==> src/rtl/convert_inverse_seq_if.sv <==
// Handshake bundle for the sequential inverse-convert decoder.
// master drives the input side and consumes results; slave is the decoder.
interface convert_inverse_seq_if #(
    parameter int unsigned WIDTH = 8
);
    logic             in_valid;
    logic [WIDTH-1:0] in_data;
    logic             in_ready;
    logic             out_valid;
    logic [WIDTH-1:0] out_data;
    logic             out_ready;
    logic             busy;

    modport master (
        output in_valid,
        output in_data,
        output out_ready,
        input  in_ready,
        input  out_valid,
        input  out_data,
        input  busy
    );

    modport slave (
        input  in_valid,
        input  in_data,
        input  out_ready,
        output in_ready,
        output out_valid,
        output out_data,
        output busy
    );
endinterface

==> src/rtl/convert_inverse_seq.sv <==
// Sequential decoder for y = 5*(x - 32) mod 2^WIDTH.
// Recovers x = INV_SCALE*y + OFFSET with a one-bit-per-cycle shift-add multiply.
module convert_inverse_seq #(
    parameter int unsigned WIDTH     = 8,
    parameter int unsigned INV_SCALE = 205,
    parameter int unsigned OFFSET    = 32
) (
    input logic                 clk,
    input logic                 rst_n,
    convert_inverse_seq_if.slave bus
);
    localparam int unsigned    CW       = (WIDTH > 1) ? $clog2(WIDTH) : 1;
    localparam logic [WIDTH-1:0] INV_BITS = WIDTH'(INV_SCALE);
    localparam logic [WIDTH-1:0] OFF_BITS = WIDTH'(OFFSET);
    localparam logic [CW-1:0]    LAST     = CW'(WIDTH - 1);

    typedef enum logic [1:0] {
        StIdle,
        StCalc,
        StDone
    } state_e;

    state_e           state_q, state_d;
    logic [WIDTH-1:0] acc_q, acc_d;
    logic [WIDTH-1:0] mcand_q, mcand_d;
    logic [CW-1:0]    count_q, count_d;
    logic [WIDTH-1:0] out_data_q, out_data_d;
    logic             out_valid_q, out_valid_d;

    logic [WIDTH-1:0] partial;
    logic [WIDTH-1:0] acc_sum;

    // State and datapath registers; reset discards any in-flight result.
    always_ff @(posedge clk or negedge rst_n) begin
        if (!rst_n) begin
            state_q     <= StIdle;
            acc_q       <= '0;
            mcand_q     <= '0;
            count_q     <= '0;
            out_data_q  <= '0;
            out_valid_q <= 1'b0;
        end else begin
            state_q     <= state_d;
            acc_q       <= acc_d;
            mcand_q     <= mcand_d;
            count_q     <= count_d;
            out_data_q  <= out_data_d;
            out_valid_q <= out_valid_d;
        end
    end

    // Next-state and shift-add step; one multiplier bit is consumed per CALC cycle.
    always_comb begin
        state_d     = state_q;
        acc_d       = acc_q;
        mcand_d     = mcand_q;
        count_d     = count_q;
        out_data_d  = out_data_q;
        out_valid_d = out_valid_q;

        partial = INV_BITS[count_q] ? (mcand_q << count_q) : '0;
        acc_sum = acc_q + partial;

        unique case (state_q)
            StIdle: begin
                if (bus.in_valid) begin
                    mcand_d = bus.in_data;
                    acc_d   = '0;
                    count_d = '0;
                    state_d = StCalc;
                end
            end
            StCalc: begin
                acc_d   = acc_sum;
                count_d = count_q + 1'b1;
                if (count_q == LAST) begin
                    // Final partial product folds straight into the result.
                    out_data_d  = acc_sum + OFF_BITS;
                    out_valid_d = 1'b1;
                    state_d     = StDone;
                end
            end
            StDone: begin
                if (bus.out_ready) begin
                    out_valid_d = 1'b0;
                    state_d     = StIdle;
                end
            end
            default: state_d = StIdle;
        endcase
    end

    // Handshake outputs follow the state register directly.
    always_comb begin
        bus.in_ready  = (state_q == StIdle);
        bus.busy      = (state_q != StIdle);
        bus.out_valid = out_valid_q;
        bus.out_data  = out_data_q;
    end
endmodule

==> src/flat_wrapper.sv <==
// flat-port wrapper written by rule: the top's interface ports become plain ports
module convert_inverse_seq_flat 
#(
    parameter int unsigned WIDTH     = 8,
    parameter int unsigned INV_SCALE = 205,
    parameter int unsigned OFFSET    = 32
)
  (clk, rst_n, bus_in_valid, bus_in_data, bus_out_ready, bus_in_ready, bus_out_valid, bus_out_data, bus_busy);
  convert_inverse_seq_if #(.WIDTH(WIDTH)) bus_i ();
  input logic clk;
  input logic rst_n;
  input wire logic [$bits(bus_i.in_valid)-1:0] bus_in_valid;
  input wire logic [$bits(bus_i.in_data)-1:0] bus_in_data;
  input wire logic [$bits(bus_i.out_ready)-1:0] bus_out_ready;
  output wire logic [$bits(bus_i.in_ready)-1:0] bus_in_ready;
  output wire logic [$bits(bus_i.out_valid)-1:0] bus_out_valid;
  output wire logic [$bits(bus_i.out_data)-1:0] bus_out_data;
  output wire logic [$bits(bus_i.busy)-1:0] bus_busy;
  assign bus_i.in_valid = bus_in_valid;
  assign bus_i.in_data = bus_in_data;
  assign bus_i.out_ready = bus_out_ready;
  assign bus_in_ready = bus_i.in_ready;
  assign bus_out_valid = bus_i.out_valid;
  assign bus_out_data = bus_i.out_data;
  assign bus_busy = bus_i.busy;
  convert_inverse_seq #(.WIDTH(WIDTH), .INV_SCALE(INV_SCALE), .OFFSET(OFFSET)) u_core (.clk(clk), .rst_n(rst_n), .bus(bus_i));
endmodule
==> config.mk <==
export PLATFORM = sky130hd
export DESIGN_NAME = convert_inverse_seq_flat
export DESIGN_NICKNAME = d
export VERILOG_FILES = /design/src/rtl/convert_inverse_seq_if.sv /design/src/rtl/convert_inverse_seq.sv /design/src/flat_wrapper.sv
export SDC_FILE = /design/constraint.sdc
export NUM_CORES = 1
export LEC_CHECK = 0
export CORE_MARGIN = 3
export CORE_UTILIZATION = 45
export CTS_BUF_LIST = sky130_fd_sc_hd__clkbuf_4 sky130_fd_sc_hd__clkbuf_8 sky130_fd_sc_hd__clkbuf_16
export CTS_CLUSTER_SIZE = 40
export DETAILED_ROUTE_END_ITERATION = 10
export GPL_TIMING_DRIVEN = 1
export PLACE_DENSITY = 0.77
export SYNTH_ARGS = -nofsm -noshare
export SYNTH_HDL_FRONTEND = slang
export SYNTH_SLANG_ARGS = --single-unit
==> constraint.sdc <==
create_clock -name clk -period 9.2 [get_ports clk]
set_clock_uncertainty 0.05 [all_clocks]
set_input_delay 1.38 -clock clk [delete_from_list [all_inputs] [get_ports clk]]
set_output_delay 1.38 -clock clk [all_outputs]
set_load 0.01 [all_outputs]
# Yosys cells after proc, flatten, opt, wreduce, memory -nomap -nowiden
# Memories as Yosys holds them, arrays and structs flattened.
# Index checks and enable logic that the tools add are counted.
[totals]
output_inout_bits = 11
romBits = 8
regBits = 30
in_bits = 12
word_cells = 40
mem_count = 1
[op_classes]
mux = 13
order_cmp = 1
shifts = 1
addsub = 3
n_eq_ne = 6
n_reduce_logical = 9
[mem_list]
columns = ["name", "depth", "word_bits", "read_ports", "rd_clocked_by_memory_dff", "write_ports", "line", "rtl"]
rows = [
  ["(no name shown)", 8, 1, 1, 0, 0, "convert_inverse_seq.sv:61", "partial = INV_BITS[count_q] ? (mcand_q << count_q) : '0;"],
]
[ops]
columns = ["operator", "count"]
rows = [
  ["8-bit two-way mux", 2],
  ["8-bit case mux with 2 select lines", 1],
  ["8-bit by 6-bit adder with 8-bit output, second input constant", 1],
  ["8-bit adder", 1],
  ["8-bit by 3-bit << shifter with 8-bit output", 1],
  ["2-bit two-way mux", 3],
  ["2-bit case mux with 3 select lines", 1],
  ["3-bit case mux with 2 select lines", 1],
  ["2-bit AND reduction", 3],
  ["3-bit AND reduction", 2],
  ["2-bit nonzero test", 3],
  ["3-bit by 4-bit less-than comparator with 1-bit output, second input constant", 1],
  ["2-bit != test, second input constant", 2],
  ["3-bit by 1-bit adder with 3-bit output, second input constant", 1],
  ["3-bit equality test, second input constant", 1],
  ["1-bit two-way mux", 3],
  ["3-bit two-way mux", 1],
  ["2-bit by 1-bit equality test with 1-bit output, second input constant", 1],
  ["2-bit equality test, second input constant", 1],
  ["2-bit zero test", 1],
  ["2-bit by 1-bit != test with 1-bit output, second input constant", 1],
  ["1-bit case mux with 2 select lines", 1],
]

# Depth between registers and ports, before layout
[depth]
ltp_word = 5
mapped_depth = 17
mapped_depth_nobuf = 16

# Worst setup path after synthesis
# Ideal clock, no wire load.
[synth_path]
kind = "reg2reg"
start = "register u_core.count_q[1]"
end = "register u_core.out_data_q[6] (netlist: u_core.bus.out_data[6])"
setup_time_ns = 0.128
t_arrival_ns = 3.174
t_required_ns = 9.022
slack_ns = 5.848
path_stages_with_launch = 17
cell_sequence = "dfrtp_1 > clkbuf_1 > inv_1 > ha_1 > or2_1 > nor3_1 > ha_1 > inv_1 > fa_1 > nor2b_1 > o21ai_1 > a21boi_1 > o21ai_1 > a21boi_1 > nor2_1 > ha_1 > mux2_1"
[synth_between]
elab_chain_len = 5
elab_cells_between_ends = 8
classes_between = "add/sub: 2; eq/ne: 1; shift: 1; mux: 2; reduce/logical: 1; memory: 1"
[synth_rtl]
columns = ["element", "line", "rtl"]
rows = [
  ["start: declaration", "convert_inverse_seq.sv:26", "logic [CW-1:0] count_q, count_d;"],
  ["start signal: assignment", "convert_inverse_seq.sv:46", "count_q <= count_d;"],
  ["memory read 8 x 1 bit", "-", ""],
  ["1-bit two-way mux (not written as such)", "convert_inverse_seq.sv:61", ""],
  ["8-bit two-way mux", "convert_inverse_seq.sv:61", ""],
  ["8-bit adder", "convert_inverse_seq.sv:62", "acc_sum = acc_q + partial;"],
  ["8-bit by 6-bit adder with 8-bit output", "convert_inverse_seq.sv:78", "out_data_d = acc_sum + OFF_BITS;"],
  ["end signal: assignment", "convert_inverse_seq.sv:47", "out_data_q <= out_data_d;"],
  ["end: declaration", "convert_inverse_seq.sv:27", "logic [WIDTH-1:0] out_data_q, out_data_d;"],
]
# Several ways; a longest one is shown, not always the timed one. The select of a mux whose other input is x is not followed.
# A chain may end at the register's enable or synchronous reset.

# Final worst setup path
# Same ends and word-level chain as after synthesis.

==> reports/metrics.yaml <==
status: "finished, final reports clean"
worstMarginPinSlew_ps: 741
final_nets: 215
grt_pass1_vias: 1293
final_common_cell: "dfrtp_1"
worst_skew_pair.late_latency_ps: 280
synth-xor-area-share: 0.0365
clockBufferDepth: 2
finalInstanceArea_um2: 2030
synth_nets: 190
clkPwrFrac: 0.122
max-vdd-ir-drop_v: 0.000159
p_int_uw: 489
slew_headroom: 0.505
synth_cell_type_count: 33
min_period_over_period: 0.392
rsz0062_at_grt: "no"
initial_core_util: 0.484
drive_above_1_share: 0.0576
drt-vias-per-instance: 5.43
port-buffer-count: 22
cts_buffers: 5
grt_max_degree: 31
diodes: 0
row_count: 21
overflow: 0
placed_area_um2: 1940
dieHeight_um: 67.1
critPathKind: "reg -> reg"
p_sw_uw: 361
drtAntennaViolNets: 0
post_cts_resized: 0
synthCells: 166
maxCapViolCount: 0
hpwl_mm: 2.64
fp.coreArea_um2: 3470
synth_top_family_by_area: "simple AND/OR/NAND/NOR gates"
antenna_found_initial: 0
fin_tns_setup_ps: 0
path_max_fanout: 15
cp.required_ps: 9310
p_total_uw: 850
ys_seq_area_frac: 0.447
cts_tree: "done"
cts.sink_count: 30
stdcell_count: 237
grtUsageTotal: 0.172
syn_area_um2: 1680
powerDensity_nw_per_um2: 419
synth-edff-count: 0
drtIter0Drc: 53
numPlacedInstances: 230
finalCriticalPeriod_ps: 3600
layout_common_cells: "dfrtp_1 (30), nand2_1 (22), clkdlybuf4s50_1 (22)"
synth_compound_area_frac: 0.129
post-cts-setup-buffer-count: 0
combPwrFrac: 0.570
htree_levels: 2
areaGrowthSynthToFinish_pct: 20.8
synth_fa_ha_area_frac: 0.0939
yosys-mux-area-fraction: 0.124
clkSlewWorstSetupHoldPaths_ps: 60
power.leakage_nw: 0.906
gp_congestion: 0.924
critPathLaunchType: "register"
num_vias: 1288
switching_share: 0.425
yosysWarnings: 0
finalWirelength_mm: 3.44
nFillCells: 291
synth_area_per_cell_um2: 10.1
timing_hold_violations_final: 0
die_w_um: 67.1
slew_violations: 0
wl_per_cell_um: 14.5
synth-simple-area-share: 0.137
hold_buffers: 0
dr.pass1.iters: 4
pin_count: 23
grt_pass1_wl_mm: 5.75
setup_viol: 0
cp.arrival_ps: 3720
max_freq_ghz: 0.277
hold_path.class: "reg -> reg"
ys_ff_latch: 30
ys.flop_type: "dfrtp_1"
crit_path_end_kind: "register"
power.share.sequential: 0.308
drcViolationCount: 0
die_area_um2: 4500
async_flop_share: 1.00
cts_root_buf: "clkbuf_8"
power by group through the flow:
stage / registers, mW / logic, mW / clock network [mW]
after floorplan: 0.245 / 0.362 / 0
after global placement: 0.256 / 0.459 / 0
after detailed placement: 0.263 / 0.485 / 0
after CTS: 0.261 / 0.487 / 0.104
after global routing: 0.272 / 0.540 / 0.111
final: 0.262 / 0.485 / 0.104
stage by stage:
stage	setup slack (ps)	hold slack (ps)	util
3_5_place_dp	5610	423	0.561
6_report	5600	430	0.585
2_1_floorplan	5850	409	-
4_1_cts	5610	437	0.585
3_3_place_gp	5870	413	0.561
5_1_grt	5350	468	0.585
registers in the layout, summed over array words and instances, names as in the netlist:
| register | flops |
|---|---|
| u_core.acc_q | 8 |
| u_core.bus.out_data | 8 |
| u_core.bus.out_valid | 1 |
| u_core.count_q | 3 |
| u_core.mcand_q | 8 |
| u_core.state_q | 2 |
cell usage after synthesis, drive strengths merged, types with 4 or more instances:
library cell   n  share of area
xnor2          4          0.021
ha            11          0.082
o21ai         16          0.048
a21oi          5          0.015
a211oi         4          0.018
inv            9          0.020
clkbuf         4         0.0089
mux2          11          0.074
nand3         11          0.033
dfrtp         30           0.45
mux2i          4          0.024
nor2           8          0.018
nand2         22          0.049
path summary, 6_finish.rpt:
| kind | start | slack, ps | end | depth (start not counted) |
|---|---|---|---|---|
| max in group asynchronous | rst_n | 7380 | u_core.mcand_q[6]$_DFFE_PN0P_ | 2 |
| max reg2reg | u_core.count_q[1]$_DFFE_PN0P_ | 5600 | u_core.bus.out_data[6]$_DFFE_PN0P_ | 15 |
| max | u_core.count_q[1]$_DFFE_PN0P_ | 5600 | u_core.bus.out_data[6]$_DFFE_PN0P_ | 15 |
| min | u_core.bus.out_data[2]$_DFFE_PN0P_ | 430 | u_core.bus.out_data[2]$_DFFE_PN0P_ | 2 |
| min in group asynchronous | rst_n | 1430 | u_core.bus.out_data[2]$_DFFE_PN0P_ | 2 |
| min reg2reg | u_core.bus.out_data[2]$_DFFE_PN0P_ | 430 | u_core.bus.out_data[2]$_DFFE_PN0P_ | 2 |
cells by family (layout without fill, tap and decap cells):
| kind of cell | after synthesis | count (layout) |
|---|---|---|
| adder cells (fa/ha/maj) | 12 | 12 |
| flip-flops | 30 | 30 |
| AO/OA/AOI/OAI | 35 | 35 |
| buffers and inverters | 14 | 39 |
| AND/OR/NAND/NOR | 51 | 51 |
| XOR/XNOR | 7 | 7 |
| multiplexers | 17 | 17 |
per-layer routing:
metal / vias to the layer above / wire length (um) / track usage
met5: - / 0 / 0
met4: 0 / 35 / 0.0684
met3: 5 / 106 / 0.0388
met2: 24 / 1810 / 0.308
met1: 629 / 1490 / 0.193
li1: 630 / - / -
critical path, stage by stage, from the launching register on:
cell      delay, ps
dfrtp_1         620
inv_1           120
ha_1            210
or2_1           260
nor3_1          190
ha_1            220
inv_1            60
fa_1            400
nor2b_1         160
o21ai_1          90
a21boi_1        160
o21ai_1          90
a21boi_1        230
nor2_1           80
ha_1            270
mux2_1          280
layout make-up:
class / count / area [um^2] / share of cell area
tap: 46 / 57.6 / 0.0284
timing repair buffer: 23 / 228 / 0.112
multi-input combinational: 122 / 875 / 0.431
inverter: 9 / 33.8 / 0.0167
sequential: 30 / 751 / 0.370
clock buffer: 7 / 83.8 / 0.0413
Power figures use the tool's default switching activity.
